## src/rtl/pipe_hazard_ctrl.sv

```systemverilog
// Hazard and sequencing controller for the five-stage pipeline: load-use stalls,
// taken-branch flushes, mult/div occupancy of EX and the Stop drain/halt sequence.
//
//   state | meaning
//   RUN   | normal issue; load-use, branch, mult/div start and Stop are resolved
//   BUSY  | mult/div occupies EX; front end held, EX/MEM fed bubbles
//   DRAIN | Stop in flight; fetch held, older instructions retire
//   HALT  | Stop retired; pipeline frozen until reset
module pipe_hazard_ctrl #(
   parameter int MULDIV_LAT = 4
) (
   input  logic       clk,
   input  logic       reset,
   input  logic [4:0] RsD,
   input  logic [4:0] RtD,
   input  logic       UsesRsD,
   input  logic       UsesRtD,
   input  logic       MemReadE,
   input  logic [4:0] RtE,
   input  logic       BranchTakenD,
   input  logic       MulDivStartE,
   input  logic       StopD,
   input  logic       StopW,
   output logic       StallF,
   output logic       StallD,
   output logic       FlushD,
   output logic       StallE,
   output logic       FlushE,
   output logic       FlushM,
   output logic       Halted,
   output logic [2:0] CtrlState
);

   typedef enum logic [2:0] {
      RUN   = 3'd0,
      BUSY  = 3'd1,
      DRAIN = 3'd2,
      HALT  = 3'd3
   } state_t;

   localparam logic [3:0] LAT_M1 = 4'(MULDIV_LAT - 1);

   state_t     state_q, state_d;
   logic [3:0] cnt_q, cnt_d;
   logic       lu;
   logic       stall_f, stall_d, flush_d, stall_e, flush_e, flush_m, halted;

   always_ff @(posedge clk or negedge reset) begin
      if (!reset) begin
         state_q <= RUN;
         cnt_q   <= 4'd0;
      end else begin
         state_q <= state_d;
         cnt_q   <= cnt_d;
      end
   end

   always_comb begin
      lu = MemReadE && (RtE != 5'd0) &&
           ((UsesRsD && (RsD == RtE)) || (UsesRtD && (RtD == RtE)));
   end

   always_comb begin
      state_d = state_q;
      cnt_d   = cnt_q;
      stall_f = 1'b0;
      stall_d = 1'b0;
      flush_d = 1'b0;
      stall_e = 1'b0;
      flush_e = 1'b0;
      flush_m = 1'b0;
      halted  = 1'b0;
      case (state_q)
         RUN: begin
            if (MulDivStartE) begin
               stall_f = 1'b1;
               stall_d = 1'b1;
               stall_e = 1'b1;
               flush_m = 1'b1;
               cnt_d   = LAT_M1;
               if (MULDIV_LAT > 1) state_d = BUSY;
            end else if (lu) begin
               stall_f = 1'b1;
               stall_d = 1'b1;
               flush_e = 1'b1;
            end else if (BranchTakenD) begin
               flush_d = 1'b1;
            end else if (StopD) begin
               stall_f = 1'b1;
               state_d = DRAIN;
            end
         end
         BUSY: begin
            stall_f = 1'b1;
            stall_d = 1'b1;
            stall_e = 1'b1;
            flush_m = 1'b1;
            cnt_d   = cnt_q - 4'd1;
            if (cnt_q == 4'd1) state_d = RUN;
         end
         DRAIN: begin
            stall_f = 1'b1;
            flush_d = 1'b1;
            if (StopW) state_d = HALT;
         end
         HALT: begin
            stall_f = 1'b1;
            stall_d = 1'b1;
            flush_e = 1'b1;
            halted  = 1'b1;
         end
         default: state_d = RUN;
      endcase
   end

   // Outputs are forced low while reset is held, even if RUN would react to inputs.
   assign StallF    = reset & stall_f;
   assign StallD    = reset & stall_d;
   assign FlushD    = reset & flush_d & ~stall_d;
   assign StallE    = reset & stall_e;
   assign FlushE    = reset & flush_e;
   assign FlushM    = reset & flush_m;
   assign Halted    = reset & halted;
   assign CtrlState = reset ? state_q : 3'd0;

endmodule

```

## config.mk

```make
export PLATFORM = sky130hd
export DESIGN_NAME = pipe_hazard_ctrl
export DESIGN_NICKNAME = d
export VERILOG_FILES = /design/src/rtl/pipe_hazard_ctrl.sv
export SDC_FILE = /design/constraint.sdc
export NUM_CORES = 1
export LEC_CHECK = 0
export CORE_ASPECT_RATIO = 1.1
export CORE_MARGIN = 2
export CORE_UTILIZATION = 30
export DETAILED_ROUTE_END_ITERATION = 6
export PLACE_DENSITY = 0.73
export SYNTH_ARGS = -nofsm -noshare
export SYNTH_HDL_FRONTEND = slang
export SYNTH_SLANG_ARGS = --single-unit
```

## constraint.sdc

```tcl
create_clock -name clk -period 5.2 [get_ports clk]
set_input_delay 0.52 -clock clk [delete_from_list [all_inputs] [get_ports clk]]
set_output_delay 0.52 -clock clk [all_outputs]
set_load 0.01 [all_outputs]
```

==> impl_metrics.py, run 1 <==
metrics = {
    "clocking": {
        "cts_resized": 0,
        "htree_levels": 1,
        "cts.sinks": 6,
        "cts_tree": "done",
        "cts_root_buf": "clkbuf_4",
        "clkLatencyLatePin_ns": 0.25,
        "clock_path_buffers": 2,
        "path_clk_slew_ns": 0.05,
        "post_cts_buffers": 0,
        "cts-buffers-inserted": 3,
        "cts_hold_buf": 0,
    },
    "timing": {
        "final-setup-viol-count": 0,
        "hold_viol_final": 0,
        "fin_skew_ns": 0.00773,
        "max_freq_mhz": 319,
        "fin_setup_tns_ns": 0,
        "maxSlewViolCount": 0,
        "period_share": 0.602,
        "fin_ws_ns": 2.07,
        "rsz0062_at_grt": "false",
        "period_needed_ns": 3.13,
    },
    "synth": {
        "synthSimpleGateAreaFrac": 0.195,
        "syn-instance-count": 86,
        "seq_area_frac_synth": 0.215,
        "ys_warn_count": 0,
        "muxShareOfSynthArea": 0.0143,
        "ys_ff_latch": 6,
        "synth_compound_area_frac": 0.254,
        "synth_top_family_by_area": "compound AO/OA/AOI/OAI gates",
        "synth_fa_ha_area_frac": 0.108,
        "syn-num-nets": 116,
        "synthArstFlopShare": 1.00,
        "synth_xor_area_frac": 0.125,
        "syn-cell-area_um2": 698,
        "synth-edff-count": 0,
        "synth_cell_types": 35,
        "avgSynthCellArea_um2": 8.12,
        "ys.flop_type": "dfrtp_1",
    },
    "drt": {
        "viasPerCell": 4.99,
        "drc": 0,
        "routed_wirelength_mm": 1.75,
        "firstDrtPassIters": 4,
        "routedWlPerCell_um": 12.0,
        "first_iter_violations": 3,
        "dr_total_vias": 729,
        "ant_nets": 0,
    },
    "critical_path": {
        "r2r-start": "state_q[1]$_DFFE_PN0P_",
        "rr_endpoint": "state_q[0]$_DFFE_PN0P_",
        "worstSetupStartpoint": "RtE[0]",
        "worstRegToRegCells": 7,
        "r2r_slack_ns": 3.19,
        "worstPathMaxFanout": 4,
        "startpoint_type": "input pin",
        "critPathArrivalTime_ns": 2.61,
        "crit_path_end": "StallD",
        "path_class": "in -> out",
        "required_ns": 4.68,
        "endpoint_kind": "output pin",
    },
    "placed_design": {
        "routabilityCongestion": 0.855,
        "place.detailed.hpwl_mm": 1.48,
        "dpl_worst_slack_ns": 2.05,
        "port-buffer-count": 32,
    },
    "global_route": {
        "grt_usage": 0.136,
        "grt_max_degree": 10,
        "grt_pass1_wl_mm": 2.80,
        "antenna_found_initial": 0,
        "first_global_vias": 689,
        "grt_overflow": 0,
    },
    "floorplanning": {
        "ios": 34,
        "die_area_mm2": 0.00273,
        "die_h_um": 54.6,
        "start_util": 0.313,
        "core_mm2": 0.00223,
        "dieWidth_um": 50.0,
        "rows": 18,
    },
    "min_path": {
        "whs_path_depth": 1,
        "hp-class": "reg -> reg",
    },
    "pwr": {
        "p_per_area_mw_per_mm2": 377,
        "power_uw": 395,
        "leakagePower_uw": 0.000410,
        "vdd_drop_max_mv": 0.191,
    },
    "flow_run": {
        "cap_violations": 0,
    },
    "layout": {
        "synthToLayoutAreaGrowth_pct": 50.0,
        "fillers": 212,
        "final_nets": 148,
        "antennaDiodeCount": 0,
        "layout-drive-gt1-share": 0.0862,
    },
    "run_status": {
        "status": "completed",
    },
}
[per-stage QoR]
| step | cells | util | instance area [µm²] | hold slack [ns] |
|---|---|---|---|---|
| floorplan | 86 | - | 698 | 0.224 |
| global placement | 143 | 0.460 | 1020 | 0.503 |
| detailed placement | 143 | 0.460 | 1020 | 0.522 |
| CTS | 146 | 0.470 | 1050 | 0.531 |
| global route | 146 | 0.470 | 1050 | 0.549 |
| finish | 146 | 0.470 | 1050 | 0.534 |
[cell type report]
type | count | area [µm²] | area share
Multi-Input combinational cell | 68 | 490 | 0.468
Timing Repair Buffer | 32 | 320 | 0.306
Sequential cell | 6 | 150 | 0.143
Tap cell | 30 | 37.5 | 0.0358
Inverter | 7 | 26.3 | 0.0251
Clock buffer | 3 | 22.5 | 0.0215
[cell usage after synthesis, types with 2 or more instances]
master	number	area, µm²
dfrtp_1	6	150
buf_4	3	22.5
inv_2	2	7.51
xnor2_1	10	87.6
nand4_1	3	18.8
a21oi_1	6	30.0
nand2b_1	3	18.8
inv_1	5	18.8
nor2_1	6	22.5
nand3_1	2	10.0
ha_1	6	75.1
a211oi_1	2	15.0
nand2_1	4	15.0
nor3_1	4	20.0
o21ai_1	3	15.0
a21oi_2	2	17.5
[kinds of logic after synthesis]
| logic type | Yosys count |
|---|---|
| compound gates | 24 |
| xor+xnor | 10 |
| fa+ha+maj | 6 |
| buf+inv | 12 |
| flops | 6 |
| mux | 1 |
| other cells | 1 |
| simple gates | 26 |
[placed cells by master, fill, tap and decap left out, types with 2 or more instances in the layout]
cell and count:
clkdlybuf4s50_1 32, xnor2_1 10, nor2_1 6, a21oi_1 6
ha_1 6, dfrtp_1 6, inv_1 5, nand2_1 4
nor3_1 4, nand4_1 3, nand2b_1 3, o21ai_1 3
clkbuf_4 3, a211oi_1 2, inv_2 2, a21oi_2 2
nand3_1 2
[worst max-delay path, stage by stage]
cell and delay [ns]:
clkdlybuf4s50_1 0.58, xnor2_1 0.15, nand4_1 0.12, o22ai_2 0.26, o2111ai_1 0.14, a211oi_1 0.27, clkdlybuf4s50_1 0.57
[power by group]
part,switching [µW],internal (µW)
Sequential,18.6,65.2
Combinational,134,132
Clock,19.2,26.3
Total,171,224
[per-layer routing]
metal,share of wire,global-route usage,wire [µm]
met5,0,0,0
met4,0,0.0417,0
met3,0.076,0.0328,132
met2,0.50,0.265,881
met1,0.42,0.145,732
[registers in the layout (all words and copies together) (netlist names)]
name,flops
cnt_q,4
state_q,2
[how the worst min path moves through the flow]
| stage | end | slack, ns | start |
|---|---|---|---|
| 3_5_place_dp | cnt_q[0]$_DFFE_PN0P_ | 0.52 | cnt_q[0]$_DFFE_PN0P_ |
| 6_report | cnt_q[0]$_DFFE_PN0P_ | 0.53 | cnt_q[0]$_DFFE_PN0P_ |
| 2_1_floorplan | cnt_q[0]$_DFFE_PN0P_ | 0.22 | reset |
| 4_1_cts | cnt_q[0]$_DFFE_PN0P_ | 0.53 | cnt_q[0]$_DFFE_PN0P_ |
| 3_3_place_gp | cnt_q[0]$_DFFE_PN0P_ | 0.50 | cnt_q[0]$_DFFE_PN0P_ |
| 5_1_grt | cnt_q[0]$_DFFE_PN0P_ | 0.55 | cnt_q[0]$_DFFE_PN0P_ |
(Power assumes the default switching activity.)
==> run 2: changes to the inputs <==
clock period = 3.1 ns   (was 5.2 ns; I/O delays follow)
==> impl_metrics.py, run 2 (synthesis gave the netlist of run 1 again) <==
metrics = {
    "run_status": {
        "status": "completed",
    },
    "clocking": {
        "cts_tree": "done",
        "path_clk_slew_ns": 0.05,
        "cts_resized": 0,
        "htree_levels": 1,
        "cts_hold_buf": 0,
        "cts.sinks": 6,
        "clkLatencyLatePin_ns": 0.25,
        "cts_root_buf": "clkbuf_4",
        "cts-buffers-inserted": 3,
        "post_cts_buffers": 0,
        "clock_path_buffers": 2,
    },
    "timing": {
        "fin_setup_tns_ns": 0,
        "period_share": 0.896,
        "final-setup-viol-count": 0,
        "rsz0062_at_grt": "false",
        "period_needed_ns": 2.78,
        "fin_skew_ns": 0.00866,
        "maxSlewViolCount": 0,
        "max_freq_mhz": 360,
        "hold_viol_final": 0,
    },
    "placed_design": {
        "routabilityCongestion": 0.864,
        "postPlaceCellArea_mm2": 0.00103,
        "place.detailed.hpwl_mm": 1.51,
        "port-buffer-count": 32,
    },
    "layout": {
        "largestRegisters": "cnt_q: 4 flops, state_q: 2 flops",
        "largest_reg_flops": 4,
        "antennaDiodeCount": 0,
        "synthToLayoutAreaGrowth_pct": 51.1,
        "final_nets": 149,
        "mostFrequentLayoutCell": "clkdlybuf4s50_1",
        "largest_register": "cnt_q",
        "layout_common_cells": "clkdlybuf4s50_1, xnor2_1",
        "layout-drive-gt1-share": 0.0940,
        "stdcell_area_mm2": 0.00105,
    },
    "floorplanning": {
        "die_area_mm2": 0.00273,
        "start_util": 0.313,
        "ios": 34,
        "dieWidth_um": 50.0,
        "die_h_um": 54.6,
        "core_mm2": 0.00223,
        "rows": 18,
    },
    "pwr": {
        "p_clk_frac": 0.111,
        "p_per_area_mw_per_mm2": 636,
        "power_uw": 671,
        "swShare": 0.437,
        "leakagePower_uw": 0.000415,
        "combPwrFrac": 0.679,
        "vdd_drop_max_mv": 0.280,
        "intPower_uw": 378,
        "net-switching-power_uw": 293,
        "seqPwrFrac": 0.210,
    },
    "global_route": {
        "grt_usage": 0.144,
        "grt_overflow": 0,
        "grt_max_degree": 10,
        "first_global_vias": 703,
        "grt_pass1_wl_mm": 2.90,
        "antenna_found_initial": 0,
    },
    "drt": {
        "firstDrtPassIters": 4,
        "first_iter_violations": 11,
        "routedWlPerCell_um": 12.6,
        "viasPerCell": 4.97,
        "dr_total_vias": 731,
        "drc": 0,
        "routed_wirelength_mm": 1.85,
        "ant_nets": 0,
    },
    "critical_path": {
        "path_class": "reg -> out",
        "endpoint_kind": "output pin",
        "worstSetupStartpoint": "state_q[1]$_DFFE_PN0P_",
        "worstPathMaxFanout": 9,
        "critPathArrivalTime_ns": 2.47,
        "required_ns": 2.79,
        "r2r-start": "state_q[1]$_DFFE_PN0P_",
        "startpoint_type": "flop",
    },
    "flow_run": {
        "cap_violations": 0,
    },
    "min_path": {
        "hp-class": "in -> async",
    },
}
## run 2: power by group through the flow
stage / Clock, µW / Combinational [µW] / Sequential (µW)
finish: 74.3 / 455 / 141
global route: 83.5 / 500 / 145
CTS: 76.1 / 459 / 141
detailed placement: 0 / 454 / 141
global placement: 0 / 439 / 139
floorplan: 0 / 303 / 133
## run 2: through the flow
step,setup WS [ns],util,hold WS (ns),cells
final,0.321,0.473,0.375,147
after global routing,0.0766,0.473,0.371,147
after CTS,0.311,0.473,0.377,147
after detailed placement,0.376,0.463,0.511,144
after global placement,0.425,0.463,0.507,144
after floorplan,1.31,-,0.0144,86
## run 2: area by class of cell
class	count	area, µm²
clock buffer	3	22.5
timing repair buffer	33	328
multi-input combinational	68	490
sequential	6	150
tap	30	37.5
inverter	7	26.3
fill	217	1170
## run 2: worst max-delay path: stages (launching register included)
cell and delay [ns]:
dfrtp_1 0.41, inv_1 0.12, ha_1 0.36, nand2b_1 0.29, nor2_1 0.23, a21oi_1 0.11
nor3_1 0.14, clkdlybuf4s50_1 0.57
## run 2: worst paths after layout
path	depth (start not counted)	slack (ns)	end
worst max-delay path	7	0.32	FlushE
worst min-delay path	2	0.37	cnt_q[3]$_DFFE_PN0P_
worst max register to register	7	1.08	state_q[0]$_DFFE_PN0P_
worst min register to register	1	0.53	cnt_q[0]$_DFFE_PN0P_
max in group asynchronous	2	2.59	state_q[1]$_DFFE_PN0P_
min in group clk	1	0.53	cnt_q[0]$_DFFE_PN0P_
## run 2: layer usage
layer	track usage	wire (µm)	share of wire	vias up
li1	-	-	-	368
met4	0.0417	13	0.0070	0
met1	0.149	763	0.41	333
met5	0	0	0	-
met2	0.281	965	0.52	28
met3	0.0437	106	0.057	2
==> run 3: changes to the inputs <==
CTS_CLUSTER_SIZE = 25   (was not set)
SLEW_MARGIN = 40   (was not set)
==> results of run 3 <==
No change in the layout: final DEF, timing and power equal those of run 2.
